==> config.mk <==
export PLATFORM = sky130hd
export DESIGN_NAME = uart_loader_flat
export DESIGN_NICKNAME = d
export VERILOG_FILES = /design/src/rtl/uart_loader_if.sv /design/src/rtl/uart_loader.sv /design/src/flat_wrapper.sv
export SDC_FILE = /design/constraint.sdc
export NUM_CORES = 1
export LEC_CHECK = 0
export CAP_MARGIN = 40
export CORE_MARGIN = 4
export CORE_UTILIZATION = 30
export CTS_BUF_LIST = sky130_fd_sc_hd__clkbuf_8
export DETAILED_ROUTE_END_ITERATION = 8
export HOLD_SLACK_MARGIN = 0.12
export PLACE_DENSITY = 0.51
export RECOVER_POWER = 100
export SYNTH_ARGS = -nofsm -noshare
export SYNTH_HDL_FRONTEND = slang
export SYNTH_SLANG_ARGS = --single-unit
==> constraint.sdc <==
create_clock -name clk -period 2.2 [get_ports clk]
set_input_delay 0.55 -clock clk [delete_from_list [all_inputs] [get_ports clk]]
set_output_delay 0.55 -clock clk [all_outputs]
set_load 0.01 [all_outputs]
==> src/rtl/uart_loader_if.sv <==
// UART loader bus: receive byte stream, response byte handshake,
// memory write port and core control.
interface uart_loader_if #(
  parameter int ADDR_W     = 5,
  parameter int word_width = 32
);
  logic [7:0]            rx_data;
  logic                  rx_valid;
  logic [7:0]            tx_data;
  logic                  tx_valid;
  logic                  tx_ready;
  logic                  mem_write;
  logic [ADDR_W-1:0]     mem_addr;
  logic [word_width-1:0] mem_wdata;
  logic                  core_reset;
  logic                  busy;

  modport master (
    input  rx_data,
    input  rx_valid,
    input  tx_ready,
    output tx_data,
    output tx_valid,
    output mem_write,
    output mem_addr,
    output mem_wdata,
    output core_reset,
    output busy
  );

  modport slave (
    output rx_data,
    output rx_valid,
    output tx_ready,
    input  tx_data,
    input  tx_valid,
    input  mem_write,
    input  mem_addr,
    input  mem_wdata,
    input  core_reset,
    input  busy
  );
endinterface

==> src/rtl/uart_loader.sv <==
// Byte-stream program loader: LOAD/RUN/HALT commands, little-endian
// word assembly into memory, single-byte ACK/NAK response.
module uart_loader #(
  parameter int word_width     = 32,
  parameter int ADDR_W         = 5,
  parameter int TIMEOUT_CYCLES = 5000000
) (
  input logic   clk,
  input logic   reset_n,
  uart_loader_if.master bus
);
  localparam int TW = $clog2(TIMEOUT_CYCLES + 1);

  localparam logic [7:0] CMD_LOAD = 8'hA5;
  localparam logic [7:0] CMD_RUN  = 8'hC3;
  localparam logic [7:0] CMD_HALT = 8'h3C;
  localparam logic [7:0] ACK      = 8'h4B;
  localparam logic [7:0] NAK      = 8'h3F;

  typedef enum logic [2:0] {
    IDLE,
    GET_ADDR,
    GET_CNT,
    GET_DATA,
    WRITE,
    RESP
  } state_t;

  state_t                state_q;
  logic [ADDR_W-1:0]     addr_q;
  logic [ADDR_W-1:0]     addr_d;
  logic [8:0]            cnt_q;
  logic [8:0]            cnt_d;
  logic [1:0]            idx_q;
  logic [23:0]           word_q;
  logic [TW-1:0]         tmo_q;
  logic [TW-1:0]         tmo_d;
  logic                  tmo_hit;
  logic                  in_get;
  logic [7:0]            tx_data_q;
  logic                  tx_valid_q;
  logic                  mem_write_q;
  logic [ADDR_W-1:0]     mem_addr_q;
  logic [word_width-1:0] mem_wdata_q;
  logic                  core_reset_q;

  assign addr_d  = addr_q + 1'b1;
  assign cnt_d   = cnt_q - 9'd1;
  assign tmo_d   = tmo_q + 1'b1;
  assign tmo_hit = (tmo_q == TW'(TIMEOUT_CYCLES - 1));
  assign in_get  = (state_q == GET_ADDR) ||
                   (state_q == GET_CNT)  ||
                   (state_q == GET_DATA);

  always_ff @(posedge clk or negedge reset_n) begin
    if (!reset_n) begin
      state_q      <= IDLE;
      addr_q       <= '0;
      cnt_q        <= '0;
      idx_q        <= '0;
      word_q       <= '0;
      tmo_q        <= '0;
      tx_data_q    <= 8'h00;
      tx_valid_q   <= 1'b0;
      mem_write_q  <= 1'b0;
      mem_addr_q   <= '0;
      mem_wdata_q  <= '0;
      core_reset_q <= 1'b1;
    end else begin
      mem_write_q <= 1'b0;
      // Silence while collecting bytes: count, then abandon with NAK
      if (in_get && !bus.rx_valid) begin
        if (tmo_hit) begin
          state_q    <= RESP;
          tx_data_q  <= NAK;
          tx_valid_q <= 1'b1;
        end else begin
          tmo_q <= tmo_d;
        end
      end else begin
        unique case (state_q)
          IDLE: begin
            if (bus.rx_valid) begin
              unique case (1'b1)
                bus.rx_data == CMD_LOAD: begin
                  core_reset_q <= 1'b1;
                  tmo_q        <= '0;
                  state_q      <= GET_ADDR;
                end
                bus.rx_data == CMD_RUN: begin
                  core_reset_q <= 1'b0;
                  tx_data_q    <= ACK;
                  tx_valid_q   <= 1'b1;
                  state_q      <= RESP;
                end
                bus.rx_data == CMD_HALT: begin
                  core_reset_q <= 1'b1;
                  tx_data_q    <= ACK;
                  tx_valid_q   <= 1'b1;
                  state_q      <= RESP;
                end
                default: begin
                  tx_data_q  <= NAK;
                  tx_valid_q <= 1'b1;
                  state_q    <= RESP;
                end
              endcase
            end
          end
          GET_ADDR: begin
            addr_q  <= bus.rx_data[ADDR_W-1:0];
            tmo_q   <= '0;
            state_q <= GET_CNT;
          end
          GET_CNT: begin
            cnt_q   <= (bus.rx_data == 8'h00) ? 9'd256
                                              : {1'b0, bus.rx_data};
            idx_q   <= 2'd0;
            tmo_q   <= '0;
            state_q <= GET_DATA;
          end
          GET_DATA: begin
            tmo_q <= '0;
            idx_q <= idx_q + 2'd1;
            unique case (idx_q)
              2'd0: word_q[7:0]   <= bus.rx_data;
              2'd1: word_q[15:8]  <= bus.rx_data;
              2'd2: word_q[23:16] <= bus.rx_data;
              default: begin
                mem_write_q <= 1'b1;
                mem_addr_q  <= addr_q;
                mem_wdata_q <= word_width'({bus.rx_data, word_q});
                state_q     <= WRITE;
              end
            endcase
          end
          WRITE: begin
            addr_q <= addr_d;
            cnt_q  <= cnt_d;
            tmo_q  <= '0;
            if (cnt_q == 9'd1) begin
              tx_data_q  <= ACK;
              tx_valid_q <= 1'b1;
              state_q    <= RESP;
            end else begin
              state_q <= GET_DATA;
            end
          end
          RESP: begin
            if (tx_valid_q && bus.tx_ready) begin
              tx_valid_q <= 1'b0;
              state_q    <= IDLE;
            end
          end
          default: state_q <= IDLE;
        endcase
      end
    end
  end

  assign bus.tx_data    = tx_data_q;
  assign bus.tx_valid   = tx_valid_q;
  assign bus.mem_write  = mem_write_q;
  assign bus.mem_addr   = mem_addr_q;
  assign bus.mem_wdata  = mem_wdata_q;
  assign bus.core_reset = core_reset_q;
  assign bus.busy       = (state_q != IDLE);
endmodule

==> src/flat_wrapper.sv <==
// flat-port wrapper written by rule: the top's interface ports become plain ports
module uart_loader_flat 
#(
  parameter int word_width     = 32,
  parameter int ADDR_W         = 5,
  parameter int TIMEOUT_CYCLES = 5000000
)
  (clk, reset_n, bus_rx_data, bus_rx_valid, bus_tx_ready, bus_tx_data, bus_tx_valid, bus_mem_write, bus_mem_addr, bus_mem_wdata, bus_core_reset, bus_busy);
  uart_loader_if #(.ADDR_W(ADDR_W), .word_width(word_width)) bus_i ();
  input logic clk;
  input logic reset_n;
  input wire logic [$bits(bus_i.rx_data)-1:0] bus_rx_data;
  input wire logic [$bits(bus_i.rx_valid)-1:0] bus_rx_valid;
  input wire logic [$bits(bus_i.tx_ready)-1:0] bus_tx_ready;
  output wire logic [$bits(bus_i.tx_data)-1:0] bus_tx_data;
  output wire logic [$bits(bus_i.tx_valid)-1:0] bus_tx_valid;
  output wire logic [$bits(bus_i.mem_write)-1:0] bus_mem_write;
  output wire logic [$bits(bus_i.mem_addr)-1:0] bus_mem_addr;
  output wire logic [$bits(bus_i.mem_wdata)-1:0] bus_mem_wdata;
  output wire logic [$bits(bus_i.core_reset)-1:0] bus_core_reset;
  output wire logic [$bits(bus_i.busy)-1:0] bus_busy;
  assign bus_i.rx_data = bus_rx_data;
  assign bus_i.rx_valid = bus_rx_valid;
  assign bus_i.tx_ready = bus_tx_ready;
  assign bus_tx_data = bus_i.tx_data;
  assign bus_tx_valid = bus_i.tx_valid;
  assign bus_mem_write = bus_i.mem_write;
  assign bus_mem_addr = bus_i.mem_addr;
  assign bus_mem_wdata = bus_i.mem_wdata;
  assign bus_core_reset = bus_i.core_reset;
  assign bus_busy = bus_i.busy;
  uart_loader #(.word_width(word_width), .ADDR_W(ADDR_W), .TIMEOUT_CYCLES(TIMEOUT_CYCLES)) u_core (.clk(clk), .reset_n(reset_n), .bus(bus_i));
endmodule
=== Word-level counts from Yosys, hierarchy flattened ===
Cells that the tools add are included.

* Add/sub/neg operators: 4
* Equality and inequality tests: 20
* Mux-type cells: 34
* Bitwise operators: 2
* Reductions and logical operators: 32

{| class="wikitable"
|+ Operators with widths
! cell !! number
|-
| two-way mux 23 bit || 4
|-
| case mux 23 bit (2 select lines) || 1
|-
| two-way mux 8 bit || 4
|-
| case mux 8 bit (2 select lines) || 2
|-
| adder 23 x 1 -> 23 bit, second input constant || 1
|-
| == test 23 bit, second input constant || 1
|-
| two-way mux 3 bit || 7
|-
| case mux 3 bit (6 select lines) || 1
|-
| case mux 9 bit (2 select lines) || 1
|-
| == test 8 bit, second input constant || 2
|-
| AND reduction 3 bit || 4
|-
| AND reduction 4 bit || 3
|-
| case mux 5 bit (2 select lines) || 1
|-
| == test 9 x 1 -> 1 bit, second input constant || 1
|-
| two-way mux 1 bit || 9
|-
| two-way mux 9 bit || 1
|-
| inequality test 3 x 1 -> 1 bit, second input constant || 3
|-
| nonzero test 3 bit || 3
|-
| subtractor 9 x 1 -> 9 bit, second input constant || 1
|-
| == test 8 x 6 -> 1 bit, second input constant || 1
|-
| zero test 8 bit || 1
|-
| nonzero test 2 bit || 4
|-
| == test 3 x 2 -> 1 bit, second input constant || 2
|-
| == test 3 bit, second input constant || 2
|-
| other kinds (25) || 32
|}

* Register bits after elaboration: 114
* Input bits: 12
* Output and inout bits: 49
* Word-level logic and storage cells: 106

=== Longest topological paths before layout ===
Gate-level depths: netlist of the first run.

* Depth after elaboration: 6
* Depth in mapped cells: 8
* Depth with buffers taken out: 7

=== Worst setup path after synthesis of the first run ===
No wires, ideal clock.

* Path kind: input -> register
* Start point: in bus_rx_data[0]
* End point: reg u_core.tmo_q[15]
* Library setup time: 0.124 ns
* Data arrival time: 1.998 ns
* Required time: 2.076 ns
* Setup slack: 0.078 ns
* Cell stages on the path: 7
* Buffers on the path: 2
* Cells stage by stage: buf_2 > nand4bb_1 > o41ai_2 > a21oi_1 > and2_2 > buf_4 > a211o_1

* Cells in the longest elaborated chain, start to end: 3

{| class="wikitable"
|+ Ends and longest elaborated chain
! element !! line !! RTL
|-
| start, declared || flat_wrapper.sv:12 || <nowiki>input wire logic [$bits(bus_i.rx_data)-1:0] bus_rx_data;</nowiki>
|-
| == test 8 bit || uart_loader.sv:85 || <nowiki>bus.rx_data == CMD_LOAD: begin</nowiki>
|-
| inequality test 3 x 1 -> 1 bit (no source line) || - ||
|-
| AND reduction 4 bit (no source line) || - ||
|-
| end signal, assigned || uart_loader.sv:78 || <nowiki>tmo_q <= tmo_d;</nowiki>
|-
| end, declared || uart_loader.sv:36 || <nowiki>logic [TW-1:0] tmo_q;</nowiki>
|}

Every way passes these cells.
A chain may end at the register's enable or synchronous reset.

=== Final worst setup path of the first run ===
* Start point: reg u_core.tmo_q[7]
* End point: reg u_core.tmo_q[16]

* Cells in the longest elaborated chain, start to end: 3
* Elaborated cells on any way between the ends: 6
* Classes of those cells: 1 x add/sub; 2 x eq/ne; 2 x mux; 1 x reduce/logical

{| class="wikitable"
|+ Ends and longest elaborated chain
! element !! line
|-
| adder 23 x 1 -> 23 bit or == test 23 bit (tied branches) || uart_loader.sv:49, uart_loader.sv:50
|-
| two-way mux 23 bit or inequality test 2 bit (tied branches) || -
|-
| two-way mux 23 bit or AND reduction 4 bit (tied branches) || -
|}

Several ways; a longest one is shown, not always the timed one. The select of a mux whose other input is x is not followed.

==> metrics.txt, run 1 <==
HP Class=reg2reg; drt via density=5.02; crit path from=u_core.tmo_q[7]$_DFFE_PN0P_; VDD IR-drop max=0.429 mV; post-synthesis sequential area ratio=0.520; number of clock sinks=109; crit-path max FO=8; total power=7150 uW; H-Tree Depth=3; vias in the first global route=4,214; initial antenna violation count=0; worst r2r src=u_core.tmo_q[7]$_DFFE_PN0P_; Clock Pin Slew Worst Setup and Hold Paths=0.11 ns; startpoint types=flop; WP buf/inv=2; DR WL/cell=16.5 um; Max-Cap Viols=0; Post-synth EDFFs=0; Tcrit/Tclk final=0.995; Mapped Area=0.00524 mm2; Slew Limit Fails=0; cell family with most CP delay=simple AND/OR/NAND/NOR gates; Crit path required time=2.47 ns; Final Critical Period=2.19 ns; drt first pass iters=4; CTS buffer count=9; dpl ws=-0.335 ns; Final Util=0.395; placed inst area=0.00654 mm2; Core ar.=0.0172 mm2; # port buffers=59; die height=140 um; first-pass GRT wire length=22.7 mm; skew final=0.00983 ns; CTS tree=yes; most common cell in the synthesized netlist=dfrtp_1; Synth area leader=dfrtp_1; io pins=61; final hold vios=0; Leak Pwr=0.00316 uW; DR DRC count=0; Post-DP HPWL=9.80 mm; CTS max path bufs=2; Area Overhead vs Synth=29.8%; DR vias=4,091; Non-Filler Instances=815; ys async rst share=1.00; hold path start=u_core.bus.core_reset$_DFFE_PN1P_; Unique masters post-synth=69; share of layout cells above drive strength 1=0.319; Gate Count Post-Synth=465; design area=0.00680 mm2; Mapped Nets=485; CP Class=reg2reg; CTS Root Cell=clkbuf_8; fin nets=605; ant diodes=0; Peak Freq=457 MHz; cell row count=48; Post-synth top cells=dfrtp_1 (108), mux2_2 (60), nand2_1 (51), o21ai_0 (22); DP Cell Count=791; Largest stage delay, worst path=0.56 ns; CP Cell Sequence=or4b_4 -> nor4_4 -> buf_4 -> a21oi_4 -> buf_6 -> and3_4 -> a211o_1; gr usage total=0.143; Synth Warn #=0; First DRT Iteration DRCs=196; synthesized flop and latch total=109; final setup violating endpoints=0; status=finished, final reports clean; PwrDens=1050 mW/mm2; top_reg_cell synth=dfrtp_1; Avg Cell Area, Syn=11.3 um2; largest cells by area after synthesis=dfrtp_1 (52%), mux2_2 (13%), nand2_1 (3.7%); post-synth top area share=0.515; largest net degree at the start of global routing=40; Worst-Margin Slew=0.977 ns; CP arrival=2.46 ns; total gr overflow=0; Initial Utilization=0.304; Clock Latency Late Sink=0.39 ns; final wirelength=13.5 mm; post-route ant nets=0; relative slew slack=0.349; DIE WIDTH=140 um; Critical Path Sink Type=flop; RePlAce Congestion=0.823; Die ar.=0.0197 mm2; RSZ-0062 raised after global routing=true; crit path max-delay cell type=or4b_4; final worst-path setup slack=0.0119 ns
[final timing paths]
check / endpoint / slack (ns) / depth (start not counted)
worst max-delay path: u_core.tmo_q[16]$_DFFE_PN0P_ / 0.01 / 7
worst min-delay path: u_core.bus.core_reset$_DFFE_PN1P_ / 0.50 / 2
worst max register to register: u_core.tmo_q[16]$_DFFE_PN0P_ / 0.01 / 7
worst min register to register: u_core.bus.core_reset$_DFFE_PN1P_ / 0.50 / 2
max in group asynchronous: u_core.cnt_q[3]$_DFFE_PN0P_ / 0.38 / 3
min in group asynchronous: u_core.tmo_q[2]$_DFFE_PN0P_ / 0.85 / 2
[per-layer routing]
layer | routed length [um] | vias to the layer above | global-route usage | share of wire
li1 | - | 1949 | - | -
met1 | 6590 | 2068 | 0.200 | 0.49
met2 | 6370 | 62 | 0.227 | 0.47
met3 | 362 | 12 | 0.0256 | 0.027
met4 | 165 | 0 | 0.0433 | 0.012
met5 | 0 | - | 0 | 0
[cell type report]
cell class	count	area, um2
tap	225	282
sequential	109	2730
clock buffer	9	124
fill	1675	10400
clock inverter	7	76.3
multi-input combinational	318	2380
timing repair buffer	137	1180
inverter	10	37.5
[what timing repair did]
item | CTS | global route
gates resized for setup | 7 | 15
hold buffers | 1 | 0
setup endpoints to repair | 18 | 9
buffers inserted | 5 | 2
hold endpoints to repair | 12 | 0
pin swaps | 6 | 15
[kinds of logic after synthesis]
logic type | share of synthesized area
adder cells (fa/ha/maj) | 0.0191
buffers and inverters | 0.0410
AND/OR/NAND/NOR | 0.150
XOR/XNOR | 0.00167
multiplexers | 0.134
AO/OA/AOI/OAI | 0.134
other | 0.000715
flip-flops | 0.520
[sequential cells by signal, summed over array words and instances, names as in the netlist]
name / flops
u_core.bus.mem_wdata: 32
u_core.word_q: 24
u_core.tmo_q: 23
u_core.cnt_q: 9
u_core.addr_q: 5
u_core.bus.mem_addr: 5
u_core.bus.tx_data: 3
u_core.state_q: 3
u_core.idx_q: 2
u_core.bus.core_reset: 1
u_core.bus.mem_write: 1
u_core.bus.tx_valid: 1
[layout by cell type (no fill, tap or decap), types with 4 or more instances in the layout]
| cell | instances |
|---|---|
| a211o_1 | 4 |
| a21oi_1 | 17 |
| a22o_1 | 4 |
| a31oi_1 | 11 |
| and3_4 | 4 |
| buf_4 | 60 |
| clkbuf_1 | 4 |
| clkbuf_2 | 8 |
| clkbuf_8 | 9 |
| clkdlybuf4s50_1 | 11 |
| dfrtp_1 | 105 |
| dlygate4sd3_1 | 47 |
| ha_1 | 7 |
| inv_1 | 10 |
| mux2_2 | 60 |
| nand2_1 | 51 |
| nand3_1 | 12 |
| nand4_1 | 9 |
| nor2_1 | 19 |
| nor3_1 | 13 |
| o21ai_0 | 22 |
| o31ai_1 | 5 |
| or3_1 | 4 |
[worst reg2reg max path: stages, from the launching register on]
cell and delay, ns:
dfrtp_2 0.44, or4b_4 0.56, nor4_4 0.32, buf_4 0.17, a21oi_4 0.05, buf_6 0.13, and3_4 0.14, a211o_1 0.27
[through the flow]
stage	TNS, ns	hold WS (ns)
floorplan	0	0.254
global placement	-7.58	0.471
global route	-1.09	0.514
CTS	0	0.505
detailed placement	-7.78	0.481
finish	0	0.502
[power breakdown]
group	switching (uW)	leakage, uW	internal, uW
combinational	1430	0.00163	1430
clock	794	0.0000992	449
sequential	433	0.00142	2620
Note: power is estimated with default switching activity, not from simulation.
==> run 2, diff against run 1 <==
Settings changed: TNS_END_PERCENT set to 1.
==> metrics.txt, run 2 (synthesis gave the netlist of run 1 again) <==
drt first pass iters=4 (unchanged); CTS buffer count=9 (unchanged); first-pass GRT wire length=22.7 mm (about the same); Clock Latency Late Sink=0.39 ns (about the same); # port buffers=59 (unchanged); crit-path max FO=8 (unchanged); First DRT Iteration DRCs=196 (unchanged); Final Critical Period=2.22 ns (was 2.19 ns); Core ar.=0.0172 mm2 (unchanged); VDD IR-drop max=0.429 mV (about the same); DP Cell Count=791 (unchanged); Peak Freq=451 MHz (was 457 MHz); Slew Limit Fails=0 (unchanged); CTS tree=yes (unchanged); status=complete, but fails checks (was finished, final reports clean); Crit path required time=2.48 ns (was 2.47 ns); cell row count=48 (unchanged); failing checks=setup timing; Initial Utilization=0.304 (unchanged); post-route ant nets=0 (unchanged); DR DRC count=0 (unchanged); share of layout cells above drive strength 1=0.311 (was 0.319); startpoint types=flop (unchanged); final worst-path setup slack=-0.0159 ns (was 0.0119 ns); CP Class=reg2reg (unchanged); fill count=1,681 (was 1,675); number of flip-flops in the largest register=32 (unchanged); Post-DP HPWL=9.80 mm (unchanged); PwrDens=1050 mW/mm2 (about the same); total gr overflow=0 (unchanged); CTS Root Cell=clkbuf_8 (unchanged); Worst-Margin Slew=0.941 ns (was 0.977 ns); skew final=0.00694 ns (was 0.00983 ns); RSZ-0062 raised after global routing=true (unchanged); RePlAce Congestion=0.823 (unchanged); commonest non-fill, non-tap cell in the layout=dfrtp_1 (unchanged); drt via density=5.03 (was 5.02); die height=140 um (unchanged); DIE WIDTH=140 um (unchanged); Non-Filler Instances=813 (was 815); ant diodes=0 (unchanged); gr usage total=0.143 (about the same); Clock Pin Slew Worst Setup and Hold Paths=0.11 ns (about the same); Die ar.=0.0197 mm2 (unchanged); final wirelength=13.5 mm (about the same); CP arrival=2.50 ns (was 2.46 ns); fin nets=603 (was 605); total power=7110 uW (was 7150 uW); Critical Path Sink Type=flop (unchanged); vias in the first global route=4,219 (was 4,214); sum of negative setup slack=-0.0281 ns (was 0 ns); io pins=61 (unchanged); CTS max path bufs=2 (unchanged); HP Class=reg2reg (unchanged); final hold vios=0 (unchanged); H-Tree Depth=3 (unchanged); relative slew slack=0.373 (was 0.349); initial antenna violation count=0 (unchanged); commonest cells after routing, fill and taps aside=dfrtp_1 (106), mux2_2 (60), buf_4 (57) (was dfrtp_1 (105), mux2_2 (60), buf_4 (60)); Tcrit/Tclk final=1.01 (was 0.995); largest net degree at the start of global routing=40 (unchanged); Area Overhead vs Synth=28.6% (was 29.8%); Max-Cap Viols=0 (unchanged); DR vias=4,087 (was 4,091); final setup violating endpoints=2 (was 0); number of clock sinks=109 (unchanged); Leak Pwr=0.00314 uW (was 0.00316 uW); DR WL/cell=16.6 um (was 16.5 um); minimum hold slack=0.501 ns (was 0.502 ns)
## run 2: through the flow
| stage | setup WS (ns) | utilization | cell area (um2) |
|---|---|---|---|
| finish | -0.0159 | 0.391 | 6750 |
| global route | -0.0739 | 0.391 | 6750 |
| CTS | -0.00304 | 0.393 | 6780 |
| detailed placement | -0.335 | 0.379 | 6540 |
| global placement | -0.298 | 0.379 | 6540 |
| floorplan | 0.0781 | - | 5240 |
## run 2: repair_timing
| item | 4_1_cts | 5_1_grt |
|---|---|---|
| hold endpoints to repair | 12 | 0 |
| hold buffers | 1 | 0 |
| cloned | 0 | 0 |
| endpoints found under the setup margin | 18 | 9 |
| gates resized for setup | 6 | 14 |
| pin swaps | 5 | 14 |
| buffers inserted | 2 | 3 |
## run 2: final timing paths
check | end | cells after the start | slack, ns | startpoint
setup reg to reg | u_core.tmo_q[15]$_DFFE_PN0P_ | 7 | -0.02 | u_core.tmo_q[7]$_DFFE_PN0P_
hold reg to reg | u_core.bus.core_reset$_DFFE_PN1P_ | 2 | 0.50 | u_core.bus.core_reset$_DFFE_PN1P_
setup / recovery | u_core.tmo_q[15]$_DFFE_PN0P_ | 7 | -0.02 | u_core.tmo_q[7]$_DFFE_PN0P_
min in group asynchronous | u_core.tmo_q[2]$_DFFE_PN0P_ | 2 | 0.84 | reset_n
max in group asynchronous | u_core.bus.mem_addr[3]$_DFFE_PN0P_ | 3 | 0.21 | reset_n
hold / removal | u_core.bus.core_reset$_DFFE_PN1P_ | 2 | 0.50 | u_core.bus.core_reset$_DFFE_PN1P_
## run 2: final cells by class
class,count,area [um2],area share
Sequential cell,109,2730,0.405
Inverter,10,37.5,0.00556
Timing Repair Buffer,135,1150,0.170
Multi-Input combinational cell,318,2350,0.348
Clock inverter,7,76.3,0.0113
Clock buffer,9,124,0.0184
Tap cell,225,282,0.0417
## run 2: power breakdown
part / internal, uW / leakage [uW] / switching [uW]
Clock: 449 / 0.0000992 / 796
Sequential: 2610 / 0.00142 / 426
Combinational: 1410 / 0.00161 / 1410
## run 2: per-layer routing
metal  GRT usage  share of wire
met3      0.0263          0.035
met4      0.0439          0.010
met5           0              0
met2       0.227           0.48
met1       0.199           0.48
## run 2: worst max-delay path: stages, from the launching register on
cell and delay [ns]:
dfrtp_2 0.44, or4b_4 0.56, nor4_4 0.32, buf_4 0.18
a21oi_4 0.06, buf_6 0.14, and3_4 0.16, a211o_1 0.26
==> run 3, diff against run 2 <==
Settings changed: MAX_ROUTING_LAYER set to met4.
==> metrics.txt, run 3 (synthesis gave the netlist of run 1 again) <==
drt first pass iters=5 (was 4); Max-Cap Viols=0 (unchanged); PwrDens=1050 mW/mm2 (about the same); status=complete, but fails checks (unchanged); R2R depth=7 (unchanged); total power=7130 uW (was 7110 uW); CP Class=reg2reg (unchanged); internal reg-to-reg setup slack=-0.02 ns (about the same); Critical Path Sink Type=flop (unchanged); failing checks=setup timing (unchanged); Clock Latency Late Sink=0.40 ns (was 0.39 ns); crit-path max FO=8 (unchanged); RePlAce Congestion=0.836 (was 0.823); fin nets=603 (unchanged); Crit Reg-Reg Endpoint=u_core.tmo_q[15]$_DFFE_PN0P_ (unchanged); Initial Utilization=0.304 (unchanged); first-pass GRT wire length=22.7 mm (about the same); Post-DP HPWL=9.80 mm (unchanged); Crit path required time=2.48 ns (about the same); number of clock sinks=109 (unchanged); CTS max path bufs=2 (unchanged); commonest cells after routing, fill and taps aside=dfrtp_1 (105), mux2_2 (60), buf_4 (57) (was dfrtp_1 (106), mux2_2 (60), buf_4 (57)); RSZ-0062 raised after global routing=true (unchanged); final wirelength=13.5 mm (about the same); total gr overflow=0 (unchanged); crit path from=u_core.tmo_q[7]$_DFFE_PN0P_ (unchanged); CTS buffer count=9 (unchanged); Clock Pin Slew Worst Setup and Hold Paths=0.12 ns (was 0.11 ns); largest net degree at the start of global routing=40 (unchanged); Leak Pwr=0.00315 uW (was 0.00314 uW); die height=140 um (unchanged); share of power burned in registers=0.428 (about the same); DR DRC count=0 (unchanged); skew final=0.0101 ns (was 0.00694 ns); DIE WIDTH=140 um (unchanged); Comb pwr share=0.396 (was 0.397); Tcrit/Tclk final=1.01 (about the same); Final Util=0.392 (was 0.391); DR vias=4,082 (was 4,087); gr usage total=0.147 (was 0.143); placed inst area=0.00654 mm2 (unchanged); switching share of power=0.372 (was 0.370); final worst-path setup slack=-0.0184 ns (was -0.0159 ns); Core ar.=0.0172 mm2 (unchanged); CTS tree=yes (unchanged); commonest non-fill, non-tap cell in the layout=dfrtp_1 (unchanged); design area=0.00677 mm2 (was 0.00675 mm2); sum of negative setup slack=-0.0307 ns (was -0.0281 ns); Critical Path End=u_core.tmo_q[15]$_DFFE_PN0P_ (unchanged); Worst-Margin Slew=0.975 ns (was 0.941 ns); Internal=4480 uW (about the same); cell row count=48 (unchanged); io pins=61 (unchanged); fill count=1,677 (was 1,681); First DRT Iteration DRCs=192 (was 196); clock share of power=0.176 (was 0.175); Slew Limit Fails=0 (unchanged); final setup violating endpoints=2 (unchanged); share of layout cells above drive strength 1=0.313 (was 0.311); HP Class=reg2reg (unchanged); ant diodes=0 (unchanged); initial antenna violation count=0 (unchanged); post-route ant nets=0 (unchanged); number of flip-flops in the largest register=32 (unchanged); relative slew slack=0.350 (was 0.373); Die ar.=0.0197 mm2 (unchanged); Final Critical Period=2.22 ns (about the same); Peak Freq=451 MHz (about the same); drt via density=5.02 (was 5.03); CP arrival=2.50 ns (about the same); vias in the first global route=4,227 (was 4,219); CTS Root Cell=clkbuf_8 (unchanged); # port buffers=59 (unchanged); startpoint types=flop (unchanged); DR WL/cell=16.6 um (about the same); Area Overhead vs Synth=29.0% (was 28.6%); final hold vios=0 (unchanged); VDD IR-drop max=0.434 mV (was 0.429 mV); worst r2r src=u_core.tmo_q[7]$_DFFE_PN0P_ (unchanged); H-Tree Depth=3 (unchanged); Switch Pwr=2650 uW (was 2630 uW)
-- run 3: worst max-delay path, cell delays in order, from the launching register on --
cell     delay (ns)
dfrtp_2        0.44
or4b_4         0.56
nor4_4         0.32
buf_4          0.18
a21oi_4        0.06
buf_6          0.14
and3_4         0.16
a211o_1        0.26
-- run 3: final cells by class --
class / instances / area, um2 / area share
multi-input combinational: 318 / 2350 / 0.348
inverter: 10 / 37.5 / 0.00555
clock buffer: 9 / 124 / 0.0183
tap: 225 / 282 / 0.0416
timing repair buffer: 135 / 1160 / 0.171
clock inverter: 7 / 76.3 / 0.0113
sequential: 109 / 2730 / 0.404
-- run 3: power groups by stage --
stage	Sequential, uW	Combinational, uW	Clock, uW
3_3_place_gp	3060	2820	0
4_1_cts	3050	2910	1300
5_1_grt	3140	3110	1390
3_5_place_dp	3090	2880	0
2_1_floorplan	3080	1590	0
6_report	3050	2830	1250
-- run 3: routing by layer --
layer  routed length [um]  global-route usage  vias up
met5                    0                   -        -
met3                  327              0.0229       12
met1                 6560               0.201     2073
met2                 6440               0.228       52
li1                     -                   -     1945
met4                  190              0.0439        0
-- run 3: worst min path at each step --
stage,start,end,slack (ns),cells after the start
after floorplan,reset_n,u_core.addr_q[0]$_DFFE_PN0P_,0.25,0
after global placement,u_core.bus.mem_addr[4]$_DFFE_PN0P_,u_core.bus.mem_addr[4]$_DFFE_PN0P_,0.47,2
after detailed placement,u_core.bus.mem_addr[4]$_DFFE_PN0P_,u_core.bus.mem_addr[4]$_DFFE_PN0P_,0.48,2
after CTS,u_core.bus.core_reset$_DFFE_PN1P_,u_core.bus.core_reset$_DFFE_PN1P_,0.50,2
after global routing,u_core.bus.core_reset$_DFFE_PN1P_,u_core.bus.core_reset$_DFFE_PN1P_,0.51,2
final,u_core.bus.core_reset$_DFFE_PN1P_,u_core.bus.core_reset$_DFFE_PN1P_,0.50,2
-- run 3: stage by stage --
step | cells | hold slack [ns] | setup slack (ns)
after floorplan | 465 | 0.254 | 0.0781
after global placement | 791 | 0.471 | -0.298
after detailed placement | 791 | 0.481 | -0.335
after CTS | 810 | 0.505 | -0.00304
after global routing | 813 | 0.514 | -0.0741
final | 813 | 0.501 | -0.0184
-- run 3: repair_timing --
item	CTS	global route
hold buffers	1	0
pin swaps	5	14
resized for setup	6	15
setup buffers	2	3
endpoints found under the hold margin	12	0
gates cloned	0	0
endpoints found under the setup margin	18	9
